===== src/rtl/lut3_pipe.sv =====
// Two-stage valid/ready pipeline that evaluates a programmable 3-input truth table per bit lane
// and reports the popcount of each result plus a running count of delivered beats.
module lut3_pipe #(
  parameter int unsigned WIDTH    = 8,
  parameter logic [7:0]  RESET_TT = 8'hB8
) (
  input  logic                         clk,
  input  logic                         rst_n,
  input  logic                         in_valid,
  output logic                         in_ready,
  input  logic [WIDTH-1:0]             in_a,
  input  logic [WIDTH-1:0]             in_b,
  input  logic [WIDTH-1:0]             in_c,
  input  logic                         cfg_we,
  input  logic [7:0]                   cfg_tt,
  output logic                         out_valid,
  input  logic                         out_ready,
  output logic [WIDTH-1:0]             out_f,
  output logic [$clog2(WIDTH+1)-1:0]   out_ones,
  input  logic                         cnt_clr,
  output logic [15:0]                  out_count
);

  localparam int unsigned OnesW = $clog2(WIDTH + 1);

  logic [7:0]       tt_q, tt_d;
  logic             run_q;
  logic             s1_valid_q, s1_valid_d;
  logic [WIDTH-1:0] s1_f_q, s1_f_d;
  logic             s2_valid_q, s2_valid_d;
  logic [WIDTH-1:0] s2_f_q, s2_f_d;
  logic [OnesW-1:0] s2_ones_q, s2_ones_d;
  logic [15:0]      count_q, count_d;

  logic [WIDTH-1:0] f_eval;
  logic [OnesW-1:0] s1_ones;
  logic             s2_en;
  logic             in_fire;
  logic             out_fire;

  // S2 can take a new beat when it is empty or its current beat is leaving.
  assign s2_en    = !s2_valid_q || out_ready;
  assign in_ready = run_q && (!s1_valid_q || s2_en);
  assign in_fire  = in_valid && in_ready;
  assign out_fire = s2_valid_q && out_ready;

  assign out_valid = s2_valid_q;
  assign out_f     = s2_f_q;
  assign out_ones  = s2_ones_q;
  assign out_count = count_q;

  always_comb begin
    f_eval = '0;
    for (int unsigned i = 0; i < WIDTH; i++) begin
      f_eval[i] = tt_q[{in_a[i], in_b[i], in_c[i]}];
    end
  end

  always_comb begin
    s1_ones = '0;
    for (int unsigned i = 0; i < WIDTH; i++) begin
      s1_ones = s1_ones + OnesW'(s1_f_q[i]);
    end
  end

  always_comb begin
    s1_valid_d = s1_valid_q;
    s1_f_d     = s1_f_q;
    if (in_fire) begin
      s1_valid_d = 1'b1;
      s1_f_d     = f_eval;
    end else if (s2_en) begin
      s1_valid_d = 1'b0;
    end

    s2_valid_d = s2_valid_q;
    s2_f_d     = s2_f_q;
    s2_ones_d  = s2_ones_q;
    if (s2_en) begin
      s2_valid_d = s1_valid_q;
      if (s1_valid_q) begin
        s2_f_d    = s1_f_q;
        s2_ones_d = s1_ones;
      end
    end

    // A beat accepted alongside a table write was already evaluated with the old table.
    tt_d = cfg_we ? cfg_tt : tt_q;

    count_d = count_q;
    if (cnt_clr) begin
      count_d = '0;
    end else if (out_fire) begin
      count_d = count_q + 16'd1;
    end
  end

  always_ff @(posedge clk or negedge rst_n) begin
    if (!rst_n) begin
      tt_q       <= RESET_TT;
      run_q      <= 1'b0;
      s1_valid_q <= 1'b0;
      s1_f_q     <= '0;
      s2_valid_q <= 1'b0;
      s2_f_q     <= '0;
      s2_ones_q  <= '0;
      count_q    <= '0;
    end else begin
      tt_q       <= tt_d;
      run_q      <= 1'b1;
      s1_valid_q <= s1_valid_d;
      s1_f_q     <= s1_f_d;
      s2_valid_q <= s2_valid_d;
      s2_f_q     <= s2_f_d;
      s2_ones_q  <= s2_ones_d;
      count_q    <= count_d;
    end
  end

endmodule


===== config.mk =====
export PLATFORM = sky130hd
export DESIGN_NAME = lut3_pipe
export DESIGN_NICKNAME = d
export VERILOG_FILES = /design/src/rtl/lut3_pipe.sv
export SDC_FILE = /design/constraint.sdc
export NUM_CORES = 1
export LEC_CHECK = 0
export BUFFER_PORTS_ARGS = -buffer_cell sky130_fd_sc_hd__buf_2
export CAP_MARGIN = 20
export CORE_AREA = 4 4 87 89
export DETAILED_ROUTE_END_ITERATION = 7
export DIE_AREA = 0 0 91 93
export PLACE_DENSITY = 0.59
export SETUP_SLACK_MARGIN = 0.05
export SKIP_LAST_GASP = 1
export SLEW_MARGIN = 20
export SYNTH_ARGS = -nofsm -noshare
export SYNTH_HDL_FRONTEND = slang
export SYNTH_SLANG_ARGS = --single-unit

===== constraint.sdc =====
create_clock -name clk -period 5.42 [get_ports clk]
set_input_delay 1.084 -clock clk [delete_from_list [all_inputs] [get_ports clk]]
set_output_delay 1.084 -clock clk [all_outputs]
set_load 0.005 [all_outputs]

Word level (Yosys, flattened, before mapping)
Index checks and enable logic that the tools add are counted.

Register bits after elaboration: 47. Bits in latches: 0. Bits of input ports: 38. Word-level logic and storage cells: 54. Memory bits (writable): 0. Memories: 0. ROM bits: 0.

Mux-type cells: 20. Eq/ne operators: 0. $add $sub $neg: 8. Bitwise logic cells: 0. Multiply operators: 0. Reduce and logical (&&, ||, !) cells: 10. Divide/modulo/power cells: 0. Order comparisons: 8. Shift-type cells: 0.

Operators by type and width (count): < comparator 3 x 4 -> 1 bit (second input constant) (8); 2-to-1 mux 16 bit (2); binary-select mux 1 bit (select 3 bit) (8); adder 16 x 1 -> 16 bit (second input constant) (1); adder 4 x 1 -> 4 bit (4); 2-to-1 mux 1 bit (10); adder 3 x 1 -> 4 bit (1); nonzero test 2 bit (2); adder 2 x 1 -> 3 bit (1); logical AND 1 bit (3); adder 1 x 1 -> 2 bit (1); zero test 1 bit (2); logical OR 1 bit (2); AND reduction 2 bit (1).

Longest topological paths before layout
Gate-level depths: netlist of run 1.

Word-level depth: 7. Gate-level depth with buffers: 10. Depth with buffers taken out: 10.

Least setup slack after synthesis of run 1
OpenSTA, ideal clock, no wires.

Kind: register -> register. Start: register s1_f_q[0]. End: register s2_ones_q[2], in the netlist out_ones[2]. Period minus slack after synthesis: 2792 ps. Cell stages (with the launch flop): 11. Slack: 2628 ps. Arrival: 2708 ps. Required time: 5336 ps. Setup time: 84 ps. Path buffers: 0. Path through: dfrtp_1 fa_1 inv_1 fa_1 fa_1 inv_1 ha_1 inv_1 fa_1 xor2_1 o21ai_0.

Longest elaborated chain between the ends: 7.

Ends and longest elaborated chain: from (decl) (RTL line 29) `logic [WIDTH-1:0] s1_f_q, s1_f_d;`; from (signal assigned) (RTL line 103) `s1_f_q <= '0;`; from (signal assigned) (RTL line 112) `s1_f_q <= s1_f_d;`; adder 1 x 1 -> 2 bit (RTL line 62) `s1_ones = s1_ones + OnesW'(s1_f_q[i]);`; adder 2 x 1 -> 3 bit (RTL line 62); adder 3 x 1 -> 4 bit (RTL line 62); adder 4 x 1 -> 4 bit (4 in a row) (RTL line 62); to (signal assigned) (RTL line 115) `s2_ones_q <= s2_ones_d;`; to (decl) (RTL line 32) `logic [OnesW-1:0] s2_ones_q, s2_ones_d;`.

Every way passes these cells. A chain may end at the register's enable or synchronous reset.

Final worst setup path of run 1
Same ends and word-level chain as after synthesis.

==> flow_metrics.env, run 1 <==
export IMPL_path_cells="fa_1 -> inv_1 -> fa_1 -> fa_1 -> inv_1 -> ha_1 -> inv_1 -> fa_1 -> xor2_1 -> o21ai_0"
export IMPL_outcome="finished, final reports clean"
export IMPL_track_usage=0.140
export IMPL_worstHoldStart="out_f[5]$_DFFE_PN0P_"
export IMPL_cp_slowest_stage_delay_ns=0.54
export IMPL_grt_overflow_total=0
export IMPL_finalCritPeriodShare=0.539
export IMPL_synthSimpleGateAreaFrac=0.130
export IMPL_cts_sinks=47
export IMPL_die_w_um=91
export IMPL_synth_top_area_cell="dfrtp_1"
export IMPL_root_buffer="clkbuf_8"
export IMPL_power_density_mw_per_mm2=315
export IMPL_hold_buffers=0
export IMPL_hold_class="reg2reg"
export IMPL_async_reset_ff_frac=1.00
export IMPL_ys_warn_count=0
export IMPL_cts_buffers=5
export IMPL_post_route_util=0.466
export IMPL_drive_above_1_share=0.357
export IMPL_htreeDepth=2
export IMPL_cp_start_kind="register"
export IMPL_setup_violations=0
export IMPL_cpMaxStageDelayCell="fa_1"
export IMPL_diodes=0
export IMPL_row_count=30
export IMPL_via_per_inst=5.16
export IMPL_dp_worst_setup_slack_ns=2.50
export IMPL_cpLargestDelayFamily="adder cells"
export IMPL_synth_distinct_cells=40
export IMPL_drt_iter0_markers=99
export IMPL_synth_compound_area_frac=0.0526
export IMPL_clockBufferDepth=2
export IMPL_drc=0
export IMPL_synth_area_mux_share=0.241
export IMPL_post_cts_resized=0
export IMPL_dieArea_sq_mm=0.00846
export IMPL_leakage_nw=1.52
export IMPL_finalClockSkew_ns=0.00657
export IMPL_place_gp_congestion=0.753
export IMPL_drt_first_pass_iters=4
export IMPL_cts_tree="yes"
export IMPL_ant_nets=0
export IMPL_area_growth_pct=17.2
export IMPL_cp_arrival_ns=3.14
export IMPL_synthesis_nets=294
export IMPL_nets=345
export IMPL_hpwl_um=4140
export IMPL_synthesis_area_sq_mm=0.00269
export IMPL_core_area_sq_mm=0.00676
export IMPL_dp_cells=372
export IMPL_slew_violations=0
export IMPL_switching_power_w=0.000295
export IMPL_r2r_end="out_ones[2]$_DFFE_PN0P_"
export IMPL_criticalPathCategory="reg2reg"
export IMPL_antenna_found_initial=0
export IMPL_synth_top_family_by_area="multiplexers"
export IMPL_reg2reg_slack_ns=2.50
export IMPL_io_buffers=67
export IMPL_initial_core_util=0.398
export IMPL_drt_wl_total_um=5640
export IMPL_grt_max_degree=48
export IMPL_regToRegStartpoint="s1_f_q[0]$_DFFE_PN0P_"
export IMPL_tns_ns=0
export IMPL_critPathMaxFanout=3
export IMPL_syn_inst=248
export IMPL_fin_cells=380
export IMPL_switching_share=0.297
export IMPL_critPathCaptureType="register"
export IMPL_ys_ff_latch=47
export IMPL_ys_seq_area_frac=0.439
export IMPL_grt_pass1_vias=1944
export IMPL_clock_fmax_ghz=0.343
export IMPL_worst_pin_slew_ns=0.598
export IMPL_finalHoldViolations=0
export IMPL_routedWlPerCell_um=14.8
export IMPL_grt_pass1_wl_um=9610
export IMPL_clock_latency_ns=0.30
export IMPL_total_power_w=0.000992
export IMPL_synth_most_common_cell="dfrtp_1"
export IMPL_crit_start="s1_f_q[0]$_DFFE_PN0P_"
export IMPL_rsz0062_at_grt="false"
export IMPL_synth_flop_cell="dfrtp_1"
export IMPL_yosys_top_cells_count="43 x dfrtp_1, 32 x mux2i_1, 25 x nand2_1"
export IMPL_r2r_cells=10
export IMPL_vias=1959
export IMPL_avgSynthCellArea_sq_um=10.8
export IMPL_timing_final_crit_period_ns=2.92
export IMPL_yosys_top_cells_area="dfrtp_1 40%, mux2i_1 12%, mux4_2 6.7%"
export IMPL_synth_edf_count=0
export IMPL_cts_setup_buffers=0
export IMPL_synthAdderAreaFrac=0.0484
export IMPL_seq_power_share=0.456
export IMPL_cp_required_ns=5.64
export IMPL_clkPwrFrac=0.270
export IMPL_die_height_um=93
export IMPL_synth_xor_area_frac=0.0358
export IMPL_clk_pin_slew_ns=0.09
export IMPL_cp_num_cells=10
export IMPL_netlist_area_leader_share=0.400
export IMPL_cp_common_cell="fa_1"
export IMPL_cp_endpoint="out_ones[2]$_DFFE_PN0P_"
export IMPL_io_pins=68
export IMPL_maxCapViolCount=0
export IMPL_p_int_w=0.000697
export IMPL_whs_path_depth=2
export IMPL_cp_num_buf_inv=3
export IMPL_layout_setup_ws_ns=2.50
export IMPL_slew_headroom=0.600
export IMPL_comb_power_share=0.274
export IMPL_vdd_ir_drop_max_mv=0.103
-- area by class of cell --
cell class / count / area [sq um]
Timing Repair Buffer: 67 / 338
Clock buffer: 6 / 82.6
Clock inverter: 2 / 35.0
Fill cell: 655 / 3610
Tap cell: 80 / 100
Multi-Input combinational cell: 166 / 1370
Inverter: 12 / 45.0
Sequential cell: 47 / 1180
-- metal layers --
layer / global-route usage / up-vias / routed length [um]
met2: 0.210 / 53 / 2460
met4: 0.0415 / 0 / 56
met1: 0.199 / 942 / 2780
met5: 0 / - / 0
met3: 0.0378 / 5 / 330
li1: - / 959 / -
-- tightest hold or removal path, cell delays in order (launching register included) --
cell and delay [ns]:
dfrtp_1 0.35, nand2_1 0.04, o21ai_0 0.05
-- power by group through the flow --
stage | registers, W | logic [W] | clock network [W]
2_1_floorplan | 0.000443 | 0.000192 | 0
3_3_place_gp | 0.000459 | 0.000267 | 0
3_5_place_dp | 0.000461 | 0.000278 | 0
4_1_cts | 0.000453 | 0.000280 | 0.000276
5_1_grt | 0.000461 | 0.000321 | 0.000291
6_report | 0.000452 | 0.000272 | 0.000268
-- how the worst min path moves through the flow --
stage / endpoint / slack, ns
6_report: out_f[5]$_DFFE_PN0P_ / 0.48
2_1_floorplan: s1_f_q[4]$_DFFE_PN0P_ / 0.45
3_3_place_gp: out_f[5]$_DFFE_PN0P_ / 0.46
4_1_cts: out_f[7]$_DFFE_PN0P_ / 0.49
3_5_place_dp: out_f[7]$_DFFE_PN0P_ / 0.47
5_1_grt: out_ones[2]$_DFFE_PN0P_ / 0.51
-- sequential cells by signal (all words and copies together), names as in the netlist --
register and cells:
out_f 8, s1_f_q 8, out_count 16, out_ones 4
run_q 1, out_valid 1, tt_q 8, s1_valid_q 1
-- cell families after synthesis --
group	after synthesis
xor+xnor	11
fa+ha+maj	8
compound gates	27
flops	47
simple gates	66
other cells	1
buf+inv	35
mux	53
-- metrics by stage --
step	instance area, sq um	hold WS [ns]
finish	3150	0.480
CTS	3150	0.488
global route	3150	0.511
global placement	3030	0.461
detailed placement	3030	0.467
floorplan	2690	0.450
-- placed cells by master, fill, tap and decap left out, types with 6 or more instances in the layout --
cell type  count
buf_2         66
a21oi_1        7
dfrtp_1       43
inv_1         12
clkbuf_8       6
nor2_1        11
o21ai_0       16
mux2i_1       32
xnor2_1        7
mux4_2         8
nand2_1       25
mux2_2        13
(Power assumes the default switching activity.)
==> inputs of run 2 (changes only) <==
Settings changed: ABC_AREA set to 1, CORE_AREA 4 4 87 89 to 4 4 90 92, DIE_AREA 0 0 91 93 to 0 0 94 96, PLACE_DENSITY 0.59 to 0.58.
Clock period 5.42 ns to 2.7 ns, I/O delays scaled along.
==> flow_metrics.env, run 2 <==
export IMPL_outcome="finished with violations"
export IMPL_violations="negative setup slack"
export IMPL_layout_setup_ws_ns=-0.176
export IMPL_drc=0
export IMPL_finalCritPeriodShare=1.07
export IMPL_cts_setup_buffers=0
export IMPL_grt_overflow_total=0
export IMPL_dp_cells=548
export IMPL_rsz0062_at_grt="true"
export IMPL_clockBufferDepth=2
export IMPL_cts_sinks=47
export IMPL_criticalPathCategory="reg2reg"
export IMPL_cp_num_cells=9
export IMPL_drt_first_pass_iters=5
export IMPL_holdWs_ns=0.120
export IMPL_reg2reg_slack_ns=-0.18
export IMPL_synth_flop_cell="dfrtp_1"
export IMPL_initial_core_util=0.393
export IMPL_cts_buffers=5
export IMPL_grt_max_degree=20
export IMPL_leakage_nw=1.87
export IMPL_root_buffer="clkbuf_8"
export IMPL_clk_pin_slew_ns=0.09
export IMPL_vdd_ir_drop_max_mv=0.204
export IMPL_finalClockSkew_ns=0.00543
export IMPL_yosys_top_cells_count="133 x nand2_1, 51 x nand3_1, 43 x dfrtp_1"
export IMPL_grt_pass1_vias=2476
export IMPL_track_usage=0.160
export IMPL_place_gp_congestion=0.774
export IMPL_r2r_cells=9
export IMPL_async_reset_ff_frac=1.00
export IMPL_synth_distinct_cells=33
export IMPL_grt_pass1_wl_um=11500
export IMPL_hold_buffers=0
export IMPL_drt_iter0_markers=141
export IMPL_vias=2637
export IMPL_clock_fmax_ghz=0.348
export IMPL_final_cell_mix="133 x nand2_1, 67 x buf_2, 51 x nand3_1, 43 x dfrtp_1, 39 x inv_1"
export IMPL_diodes=0
export IMPL_antenna_found_initial=0
export IMPL_row_count=31
export IMPL_syn_inst=381
export IMPL_synthesis_area_sq_mm=0.00284
export IMPL_cp_arrival_ns=3.06
export IMPL_synth_most_common_cell="nand2_1"
export IMPL_maxCapViolCount=0
export IMPL_critPathCaptureType="register"
export IMPL_die_w_um=94
export IMPL_timing_final_crit_period_ns=2.88
export IMPL_cp_start_kind="register"
export IMPL_core_area_sq_mm=0.00721
export IMPL_critPathMaxFanout=2
export IMPL_dieArea_sq_mm=0.00902
export IMPL_largest_register_ffs=16
export IMPL_ys_ff_latch=47
export IMPL_synth_top_area_cell="dfrtp_1"
export IMPL_htreeDepth=2
export IMPL_fin_cells=556
export IMPL_io_pins=68
export IMPL_yosys_top_cells_area="dfrtp_1 38%, nand2_1 18%, nand3_1 9.0%"
export IMPL_power_density_mw_per_mm2=596
export IMPL_finalHoldViolations=0
export IMPL_hold_class="in2async"
export IMPL_clock_latency_ns=0.29
export IMPL_nets=502
export IMPL_slew_violations=0
export IMPL_cpMaxStageDelayCell="fa_1"
export IMPL_synthesis_nets=427
export IMPL_synth_edf_count=0
export IMPL_drt_wl_total_um=6800
export IMPL_cp_common_cell="fa_1"
export IMPL_die_height_um=96
export IMPL_cts_tree="yes"
export IMPL_setup_violations=2
export IMPL_cp_num_buf_inv=3
export IMPL_ys_warn_count=0
export IMPL_hpwl_um=5190
export IMPL_cp_slowest_stage_delay_ns=0.54
export IMPL_netlist_area_leader_share=0.379
export IMPL_area_growth_pct=21.4
export IMPL_avgSynthCellArea_sq_um=7.44
export IMPL_ant_nets=0
export IMPL_io_buffers=67
export IMPL_path_cells="fa_1 -> inv_1 -> fa_1 -> fa_1 -> inv_1 -> ha_2 -> inv_2 -> fa_2 -> o21ai_2"
export IMPL_via_per_inst=4.74
export IMPL_ys_seq_area_frac=0.416
export IMPL_final_common_cell="nand2_1"
export IMPL_cp_required_ns=2.89
export IMPL_drive_above_1_share=0.243
export IMPL_cpLargestDelayFamily="adder cells"
export IMPL_routedWlPerCell_um=12.2
==> run 2: cell types whose count changed after synthesis, sizes merged, moves of 12 or more <==
cell	delta
clkbuf	-19
inv	+32
mux2	-12
mux2i	-32
nand2	+114
nand3	+47
nor2	+14
==> run 2: timing repair <==
item	in CTS	in global routing
pin swaps	0	1
gates resized for setup	3	0
endpoints found under the setup margin	2	3
hold endpoints to repair	0	0
==> run 2: logic make-up (layout without fill, tap and decap cells) <==
family / count (synthesis) / after routing / synth area share
xor gates and xnor gates: 1 / 1 / 0.00309
adders and majority gates: 8 / 8 / 0.0459
DFF: 47 / 47 / 0.416
muxes: 1 / 1 / 0.00397
buffers and inverters: 56 / 132 / 0.0807
other: 1 / 1 / 0.00132
AOI/OAI and AO/OA: 39 / 39 / 0.0843
and+or+nand+nor: 228 / 228 / 0.364
==> run 2: path summary, 6_finish.rpt <==
path | start | to
min reg2reg | out_f[3]$_DFFE_PN0P_ | out_f[3]$_DFFE_PN0P_
min | rst_n | out_count[10]$_DFFE_PN0P_
min in group clk | cnt_clr | out_count[4]$_DFFE_PN0P_
max reg2reg | s1_f_q[0]$_DFFE_PN0P_ | out_ones[1]$_DFFE_PN0P_
max | s1_f_q[0]$_DFFE_PN0P_ | out_ones[1]$_DFFE_PN0P_
max in group asynchronous | rst_n | out_count[8]$_DFFE_PN0P_
==> run 2: final cells by class <==
type                    count  area [sq um]
clock buffers               6          72.6
clock inverters             2          60.1
fillers                   755          3770
inverters                  51           194
multi-input cells         278          1430
flip-flops and latches     47          1180
well taps                  99           124
repair buffers             73           380
==> run 2: power by group <==
| part | internal [W] | switching [W] |
|---|---|---|
| combinational | 0.000255 | 0.000335 |
| clock | 0.000370 | 0.000235 |
| sequential | 0.000803 | 0.0000559 |
| total | 0.00143 | 0.000625 |
==> run 2: layer usage <==
layer / track usage / part of all wire / wire length, um / vias to the layer above
met1: 0.228 / 0.49 / 3360 / 1191
li1: - / - / - / 1368
met5: 0 / 0 / 0 / -
met3: 0.0367 / 0.065 / 439 / 4
met2: 0.249 / 0.43 / 2960 / 74
met4: 0.0325 / 0.0063 / 43 / 0
==> run 2: per-stage QoR <==
stage          worst slack, ns  total power (W)   util  area (sq um)  setup TNS, ns
6_report                -0.176          0.00205  0.477          3440         -0.327
2_1_floorplan          -0.0809          0.00124      -          2840         -0.132
5_1_grt                 -0.261          0.00221  0.477          3440         -0.504
4_1_cts                 -0.158          0.00208  0.477          3440         -0.291
3_5_place_dp            -0.154          0.00146  0.459          3310         -0.309
3_3_place_gp            -0.116          0.00144  0.459          3310         -0.217
